### src/rtl/bitstream_generator_window.sv
// Windowed pulse-density source: n ones per period-clock window,
// spread by a Bresenham accumulator, with inhibit/drop tallies.
module bitstream_generator_window #(
  parameter int P_N_WIDTH = 16
) (
  input  logic                 clk,
  input  logic                 rst,
  input  logic                 en,
  input  logic                 inh,
  input  logic [P_N_WIDTH-1:0] period,
  input  logic [P_N_WIDTH-1:0] n_req,
  input  logic                 n_req_valid,
  output logic                 n_req_ready,
  output logic                 y,
  output logic                 busy,
  output logic                 update,
  output logic                 valid,
  output logic [P_N_WIDTH-1:0] n_sent,
  output logic [P_N_WIDTH-1:0] n_drop
);

  localparam int W = P_N_WIDTH;
  localparam logic [W-1:0] ONE = W'(1);

  typedef enum logic [1:0] {IDLE, RUN, DRAIN} state_t;

  state_t state, state_nx;

  logic [W-1:0] per_act, n_act, n_sh;
  logic [W-1:0] cnt, acc, acc_nx;
  logic [W-1:0] sent, drop, sent_nx, drop_nx;
  logic [W-1:0] n_new, per_new, n_clamp;
  logic [W:0]   s;
  logic         pend, first;
  logic         accept, fire, wend, active;

  assign active      = (state != IDLE);
  assign busy        = active;
  assign n_req_ready = !pend;
  assign accept      = n_req_valid && !pend;

  // An accept in the same cycle as a latch point is used at once.
  assign n_new   = accept ? n_req : n_sh;
  assign per_new = (period == '0) ? ONE : period;
  assign n_clamp = (n_new > per_new) ? per_new : n_new;

  assign s    = {1'b0, acc} + {1'b0, n_act};
  assign fire = active && (s >= {1'b0, per_act});
  assign wend = active && (cnt >= per_act - ONE);

  always_comb begin
    acc_nx  = s[W-1:0];
    sent_nx = sent;
    drop_nx = drop;
    if (fire) acc_nx = W'(s - {1'b0, per_act});
    if (fire && !inh && sent != '1) sent_nx = sent + ONE;
    if (fire && inh && drop != '1) drop_nx = drop + ONE;
  end

  always_comb begin
    state_nx = state;
    unique case (state)
      IDLE:    if (en) state_nx = RUN;
      RUN:     if (!en) state_nx = wend ? IDLE : DRAIN;
      DRAIN:   if (wend) state_nx = IDLE;
      default: state_nx = IDLE;
    endcase
  end

  always_ff @(posedge clk) begin
    if (rst) begin
      state   <= IDLE;
      per_act <= '0;
      n_act   <= '0;
      n_sh    <= '0;
      pend    <= 1'b0;
      first   <= 1'b0;
      cnt     <= '0;
      acc     <= '0;
      sent    <= '0;
      drop    <= '0;
      y       <= 1'b0;
      update  <= 1'b0;
      valid   <= 1'b0;
      n_sent  <= '0;
      n_drop  <= '0;
    end else begin
      state <= state_nx;
      n_sh  <= n_new;
      if (!active) begin
        y      <= 1'b0;
        update <= 1'b0;
        valid  <= 1'b0;
        first  <= 1'b0;
        pend   <= 1'b0;
        cnt    <= '0;
        acc    <= '0;
        sent   <= '0;
        drop   <= '0;
        if (en) begin
          per_act <= per_new;
          n_act   <= n_clamp;
        end
      end else begin
        y      <= fire && !inh;
        update <= wend;
        if (wend) begin
          cnt     <= '0;
          acc     <= '0;
          sent    <= '0;
          drop    <= '0;
          n_sent  <= sent_nx;
          n_drop  <= drop_nx;
          first   <= 1'b1;
          per_act <= per_new;
          n_act   <= n_clamp;
          pend    <= 1'b0;
          if (first) valid <= 1'b1;
        end else begin
          cnt  <= cnt + ONE;
          acc  <= acc_nx;
          sent <= sent_nx;
          drop <= drop_nx;
          if (accept) pend <= 1'b1;
        end
      end
    end
  end

endmodule

### config.mk
export PLATFORM = sky130hd
export DESIGN_NAME = bitstream_generator_window
export DESIGN_NICKNAME = d
export VERILOG_FILES = /design/src/rtl/bitstream_generator_window.sv
export SDC_FILE = /design/constraint.sdc
export NUM_CORES = 1
export LEC_CHECK = 0
export CAP_MARGIN = 20
export CORE_MARGIN = 10
export CORE_UTILIZATION = 40
export CTS_CLUSTER_DIAMETER = 200
export DETAILED_ROUTE_END_ITERATION = 16
export RECOVER_POWER = 100
export SLEW_MARGIN = 15
export SYNTH_ARGS = -nofsm -noshare
export SYNTH_HDL_FRONTEND = slang
export SYNTH_SLANG_ARGS = --single-unit
### constraint.sdc
create_clock -name clk -period 4.6 [get_ports clk]
set_input_delay 0.92 -clock clk [delete_from_list [all_inputs] [get_ports clk]]
set_output_delay 0.92 -clock clk [all_outputs]
set_load 0.01 [all_outputs]
# ---- Word-level counts from Yosys, hierarchy flattened
# Index checks and enable logic that the tools add are counted.
dict set report op_classes {
  muxes 17
  n_lt_le_gt_ge 3
  bitwise 1
  reduce_logical 19
  addsub 6
  n_eq_ne 8
}
# cell n
set ops {}
lappend ops {{$mux W16} 12}
lappend ops {{$add A16 B1 Y16 const B} 3}
lappend ops {{$ne A16 B16 Y1 const B} 2}
lappend ops {{$add A16 B16 Y17} 1}
lappend ops {{$ge A17 B16 Y1} 1}
lappend ops {{$ge A16 B16 Y1} 1}
lappend ops {{$gt A16 B16 Y1} 1}
lappend ops {{$logic_not A16 Y1} 1}
lappend ops {{$sub A16 B1 Y16 const B} 1}
lappend ops {{$sub A16 B16 Y16} 1}
lappend ops {{$mux W2} 4}
lappend ops {{$ne A2 B2 Y1 const B} 4}
lappend ops {{$logic_and A1 B1 Y1} 7}
lappend ops {{$pmux W2 S3} 1}
lappend ops {{$reduce_and A2 Y1} 3}
lappend ops {{$reduce_bool A2 Y1} 2}
lappend ops {{$reduce_and A3 Y1} 1}
lappend ops {{$reduce_or A3 Y1} 1}
lappend ops {{$eq A2 B1 Y1 const B} 1}
lappend ops {{$eq A2 B2 Y1 const B} 1}
lappend ops {{$logic_not A1 Y1} 2}
lappend ops {{$logic_not A2 Y1} 1}
lappend ops {{$reduce_or A2 Y1} 1}
lappend ops {{$not A1 Y1} 1}
dict set report totals {
  elab_cells 69
  ff_bits 151
}

# ---- Depth between registers and ports, before layout
dict set report depth {
  ltp_word 7
  ltp_mapped 19
  mapped_depth_nobuf 16
}

# ---- Worst setup path before layout
# OpenSTA, ideal clock, no wires.
dict set report synth_timing {
  path_kind {reg-to-reg}
  from {reg n_act[0]}
  to {reg n_sent[5]}
  t_required_ps 4511
  path_slack_ps 358
  arrival_ps 4153
  path_stages_with_launch 18
  setup_time_ps 89
  cell_sequence {dfxtp_1 -> ha_1 -> fa_1 -> a211oi_1 -> nor2_1 -> o21a_1 -> nor2_1 -> xnor2_1 -> ha_1 -> and4_1 -> nand3_1 -> o41ai_1 -> a211o_1 -> a2111oi_2 -> or2_1 -> buf_6 -> or4_1 -> a311oi_2}
}
dict set report synth_between {
  elab_chain_cells 6
}
# element line_no
set synth_rtl {}
lappend synth_rtl {{from (decl)} 29} ;# logic [W-1:0] per_act, n_act, n_sh;
lappend synth_rtl {{from (signal assigned)} 102} ;# n_act <= n_clamp;
lappend synth_rtl {{from (signal assigned)} 116} ;# n_act <= n_clamp;
lappend synth_rtl {{$add A16 B16 Y17} 47} ;# assign s = {1'b0, acc} + {1'b0, n_act};
lappend synth_rtl {{$ge A17 B16 Y1} 48} ;# assign fire = active && (s >= {1'b0, per_act});
lappend synth_rtl {{$logic_and A1 B1 Y1} 48}
lappend synth_rtl {{$logic_and A1 B1 Y1 (2 in a row)} 56} ;# if (fire && !inh && sent != '1) sent_nx = sent + ONE;
lappend synth_rtl {{$mux W16} 56}
lappend synth_rtl {{to (signal assigned)} 112} ;# n_sent <= sent_nx;
lappend synth_rtl {{to (decl)} 18} ;# output logic [P_N_WIDTH-1:0] n_sent,
# No other way between the ends.
# A chain may end at the register's enable or synchronous reset.

# ---- Worst setup path in the final report
dict set report layout_timing {
  from {reg n_act[1]}
  to {reg n_drop[13]}
}
dict set report layout_between {
  elab_chain_cells 6
}
# element line_no
set layout_rtl {}
lappend layout_rtl {{$add A16 B16 Y17} 47}
lappend layout_rtl {{$ge A17 B16 Y1} 48}
lappend layout_rtl {{$logic_and A1 B1 Y1} 48}
lappend layout_rtl {{$logic_and A1 B1 Y1 (2 in a row)} 57} ;# if (fire && inh && drop != '1) drop_nx = drop + ONE;
lappend layout_rtl {{$mux W16} 57}
lappend layout_rtl {{to (signal assigned)} 113} ;# n_drop <= drop_nx;
lappend layout_rtl {{to (decl)} 19} ;# output logic [P_N_WIDTH-1:0] n_drop
# No other way between the ends.

==> impl_metrics.xml <==
<?xml version="1.0" encoding="UTF-8"?>
<metrics>
  <group name="placement">
    <metric name="post-dp-hpwl" unit="um">17000</metric>
    <metric name="gp_congestion" unit="">0.886</metric>
    <metric name="numPortBuffers" unit="">73</metric>
    <metric name="place_area" unit="mm^2">0.00994</metric>
    <metric name="dp_cells" unit="">1359</metric>
  </group>
  <group name="yosys">
    <metric name="synth-main-ff-cell" unit="">dfxtp_1</metric>
    <metric name="synthTopCellsByCount" unit="">dfxtp_1 (151), nor2_1 (112), a21oi_1 (90)</metric>
    <metric name="syn-num-nets" unit="">1129</metric>
    <metric name="synth_top_area_cell" unit="">dfxtp_1</metric>
    <metric name="post_synthesis_register_bit_count" unit="">151</metric>
    <metric name="ys_top_cells_by_area" unit="">dfxtp_1 (34%), ha_1 (9.6%), a21oi_1 (5.1%)</metric>
    <metric name="synth_enable_flop_cells" unit="">0</metric>
    <metric name="yosys.cell_count.top_type" unit="">dfxtp_1</metric>
    <metric name="yosys_cell_types" unit="">65</metric>
    <metric name="post-synth-top-area-fraction" unit="">0.343</metric>
    <metric name="share_of_the_yosys_chip_area_belonging_to_registers" unit="">0.343</metric>
    <metric name="avgSynthCellArea" unit="um^2">8.63</metric>
    <metric name="fraction_of_registers_with_async_set_reset" unit="">0</metric>
    <metric name="syn_inst" unit="">1022</metric>
    <metric name="yosysWarnings" unit="">0</metric>
    <metric name="syn-cell-area" unit="mm^2">0.00882</metric>
  </group>
  <group name="outcome">
    <metric name="run_status" unit="">completed</metric>
  </group>
  <group name="detailed_routing">
    <metric name="routed-via-count" unit="">7477</metric>
    <metric name="drtIter0Drc" unit="">439</metric>
    <metric name="routed_antenna_nets" unit="">0</metric>
    <metric name="detail_route.drc_violations" unit="">0</metric>
    <metric name="mean_routed_wirelength_per_cell" unit="um">16.3</metric>
    <metric name="avgViaCountPerCell" unit="">5.36</metric>
    <metric name="drt_pre_antenna_iters" unit="">4</metric>
    <metric name="drt-total-wl" unit="um">22700</metric>
  </group>
  <group name="global_routing">
    <metric name="grt_pass1_wl" unit="um">37600</metric>
    <metric name="gr-usage-met1" unit="">0.218</metric>
    <metric name="m3_gr_usage" unit="">0.0296</metric>
    <metric name="antenna_found_initial" unit="">0</metric>
    <metric name="largest_net_degree_at_the_start_of_global_routing" unit="">59</metric>
    <metric name="global_route.usage.met2" unit="">0.249</metric>
    <metric name="globalRoute.busiestLayer" unit="">met2</metric>
    <metric name="residual_overflow_from_global_routing" unit="">0</metric>
    <metric name="vias_in_the_first_global_route" unit="">7132</metric>
    <metric name="grt.total_usage" unit="">0.160</metric>
  </group>
  <group name="job">
    <metric name="drv_cap" unit="">0</metric>
  </group>
  <group name="cells_and_area">
    <metric name="final_area" unit="mm^2">0.0106</metric>
    <metric name="layout-drive-gt1-share" unit="">0.112</metric>
    <metric name="diodes" unit="">0</metric>
    <metric name="fin_cells" unit="">1394</metric>
    <metric name="total_nets_final" unit="">1208</metric>
    <metric name="area_delta_synth_final" unit="%">20.1</metric>
    <metric name="fillCellCount" unit="">2146</metric>
  </group>
  <group name="sta">
    <metric name="final-max-slew-violation-count" unit="">0</metric>
    <metric name="final-hold-violation-count" unit="">0</metric>
    <metric name="slew-limit-headroom" unit="">0.437</metric>
    <metric name="maxClockFrequency" unit="MHz">228</metric>
    <metric name="worstMarginPinSlew" unit="ns">0.823</metric>
    <metric name="layout_worst_path_cycle_share" unit="">0.954</metric>
    <metric name="post_route_worst_hold_slack" unit="ns">0.470</metric>
    <metric name="worst_clock_skew" unit="ns">0.0149</metric>
    <metric name="min_period" unit="ns">4.39</metric>
    <metric name="count_of_final_setup_violators" unit="">0</metric>
  </group>
  <group name="floorplanning">
    <metric name="floorplan.die_area" unit="mm^2">0.0284</metric>
    <metric name="die_w" unit="um">168</metric>
    <metric name="initial_cell_density_of_the_core" unit="">0.405</metric>
    <metric name="fp-row-count" unit="">54</metric>
    <metric name="die_height" unit="um">168</metric>
    <metric name="core_area" unit="mm^2">0.0218</metric>
    <metric name="io_pins" unit="">74</metric>
  </group>
  <group name="critical_path">
    <metric name="crit_path_max_fanout" unit="">6</metric>
    <metric name="crit_family" unit="">compound AO/OA/AOI/OAI gates</metric>
    <metric name="critPathBufInv" unit="">1</metric>
    <metric name="crit_top_cell" unit="">a21oi_1</metric>
    <metric name="cp_slowest_stage_delay" unit="ns">0.70</metric>
    <metric name="endpoint_kind" unit="">flip-flop</metric>
    <metric name="worst_setup_path_start_kind" unit="">flip-flop</metric>
    <metric name="crit_arrival" unit="ns">4.73</metric>
    <metric name="timing.critical_path.required" unit="ns">4.95</metric>
    <metric name="slowest_cell_on_crit_path" unit="">or4b_2</metric>
    <metric name="crit_type" unit="">flip-flop to flip-flop</metric>
    <metric name="cp_cell_sequence" unit="">ha_1 &gt; a21oi_1 &gt; o211ai_1 &gt; a21oi_1 &gt; or4b_2 &gt; nand3b_1 &gt; xor2_2 &gt; ha_4 &gt; a21oi_2 &gt; o41ai_2 &gt; a211o_1 &gt; a2111oi_4 &gt; or2_4 &gt; clkbuf_1 &gt; o31ai_1 &gt; a311oi_2</metric>
  </group>
  <group name="clocking">
    <metric name="cts_tree" unit="">done</metric>
    <metric name="cts_root_buf" unit="">clkbuf_16</metric>
    <metric name="inserted_clock_buffers" unit="">17</metric>
    <metric name="worstSkewPairLatency" unit="ns">0.43</metric>
    <metric name="clock_path_buffers" unit="">2</metric>
    <metric name="count_of_clock_tree_sinks" unit="">151</metric>
    <metric name="cts-htree-levels" unit="">4</metric>
    <metric name="clk_transition_reported_paths" unit="ns">0.07</metric>
  </group>
  <group name="power">
    <metric name="power_density" unit="mW/mm^2">398</metric>
    <metric name="power.ir.vdd_worst" unit="mV">0.259</metric>
    <metric name="total_power" unit="mW">4.21</metric>
    <metric name="power_leakage" unit="nW">4.05</metric>
  </group>
  <group name="hold_path">
    <metric name="min_path_type" unit="">flip-flop to flip-flop</metric>
  </group>
</metrics>
==> path summary, 6_finish.rpt <==
kind                         start                      end  slack (ns)  cells past startpoint
max          n_act[1]$_SDFFE_PP0P_  n_drop[13]$_SDFFE_PP0P_        0.21                     16
min              cnt[0]$_SDFF_PP0_        cnt[0]$_SDFF_PP0_        0.47                      1
min reg2reg      cnt[0]$_SDFF_PP0_        cnt[0]$_SDFF_PP0_        0.47                      1
max reg2reg  n_act[1]$_SDFFE_PP0P_  n_drop[13]$_SDFFE_PP0P_        0.21                     16
==> routing by layer <==
metal  vias up  routed length (um)
li1       3887                   -
met1      3453               11600
met2       116                9920
met3        21                 858
met4         0                 391
met5         -                   0
==> per-stage QoR <==
step,util,setup slack (ns),TNS (ns)
finish,0.487,0.214,0
global route,0.487,-0.000774,-0.000774
detailed placement,0.457,0.0925,0
global placement,0.457,0.171,0
floorplan,-,0.358,0
CTS,0.485,0.0783,0
==> where the power goes <==
part	internal, mW	leakage, nW	total (mW)	switching [mW]
registers	1.37	1.23	1.41	0.0421
logic	0.570	2.52	1.33	0.757
clock network	0.867	0.298	1.48	0.609
total	2.80	4.05	4.21	1.41
==> layout by cell type, fill, tap and decap left out, types with 5 or more instances in the layout <==
cell	instances
nor2b_1	21
or3_1	24
or4_1	9
mux2_1	15
o21a_1	8
a21oi_1	88
mux2i_1	17
o21ai_2	11
and3_1	12
nand2b_1	5
nand3_1	37
nor3_1	21
nand2_1	64
nor4_1	13
nor2_1	110
inv_1	51
a21o_1	13
nand4_1	18
clkdlybuf4s50_1	35
buf_4	28
a311oi_2	19
dfxtp_1	151
xnor2_1	40
a311oi_1	9
ha_1	67
a211oi_1	10
a31oi_1	6
o21ai_1	10
xor2_1	10
o31ai_1	7
clkbuf_16	17
o21ai_0	28
o211ai_1	19
dlygate4sd3_1	37
==> timing repair <==
| item | 4_1_cts | 5_1_grt |
|---|---|---|
| setup endpoints to repair | 0 | 74 |
| hold buffers | 0 | 0 |
| setup buffers | 0 | 2 |
| gates resized for setup | 0 | 14 |
==> final cells by class <==
| type | instances | area (um^2) | share of cell area |
|---|---|---|---|
| tap | 280 | 350 | 0.0331 |
| multi-input combinational | 775 | 5440 | 0.513 |
| clock inverter | 15 | 190 | 0.0179 |
| clock buffer | 17 | 425 | 0.0401 |
| timing repair buffer | 105 | 977 | 0.0922 |
| sequential | 151 | 3020 | 0.285 |
| inverter | 51 | 191 | 0.0181 |
==> sequential cells by signal, indices dropped and copies added (netlist names), 2 cells and up <==
register / flops
acc: 16
cnt: 16
drop: 16
n_act: 16
n_drop: 16
n_sent: 16
n_sh: 16
per_act: 16
sent: 16
state: 2
==> kinds of logic after synthesis <==
family          synth area share
compound gates             0.216
xor+xnor                  0.0526
buf+inv                   0.0468
fa+ha+maj                  0.101
mux                       0.0384
simple gates               0.202
flops                      0.343
Note: power is estimated with default switching activity, not from simulation.
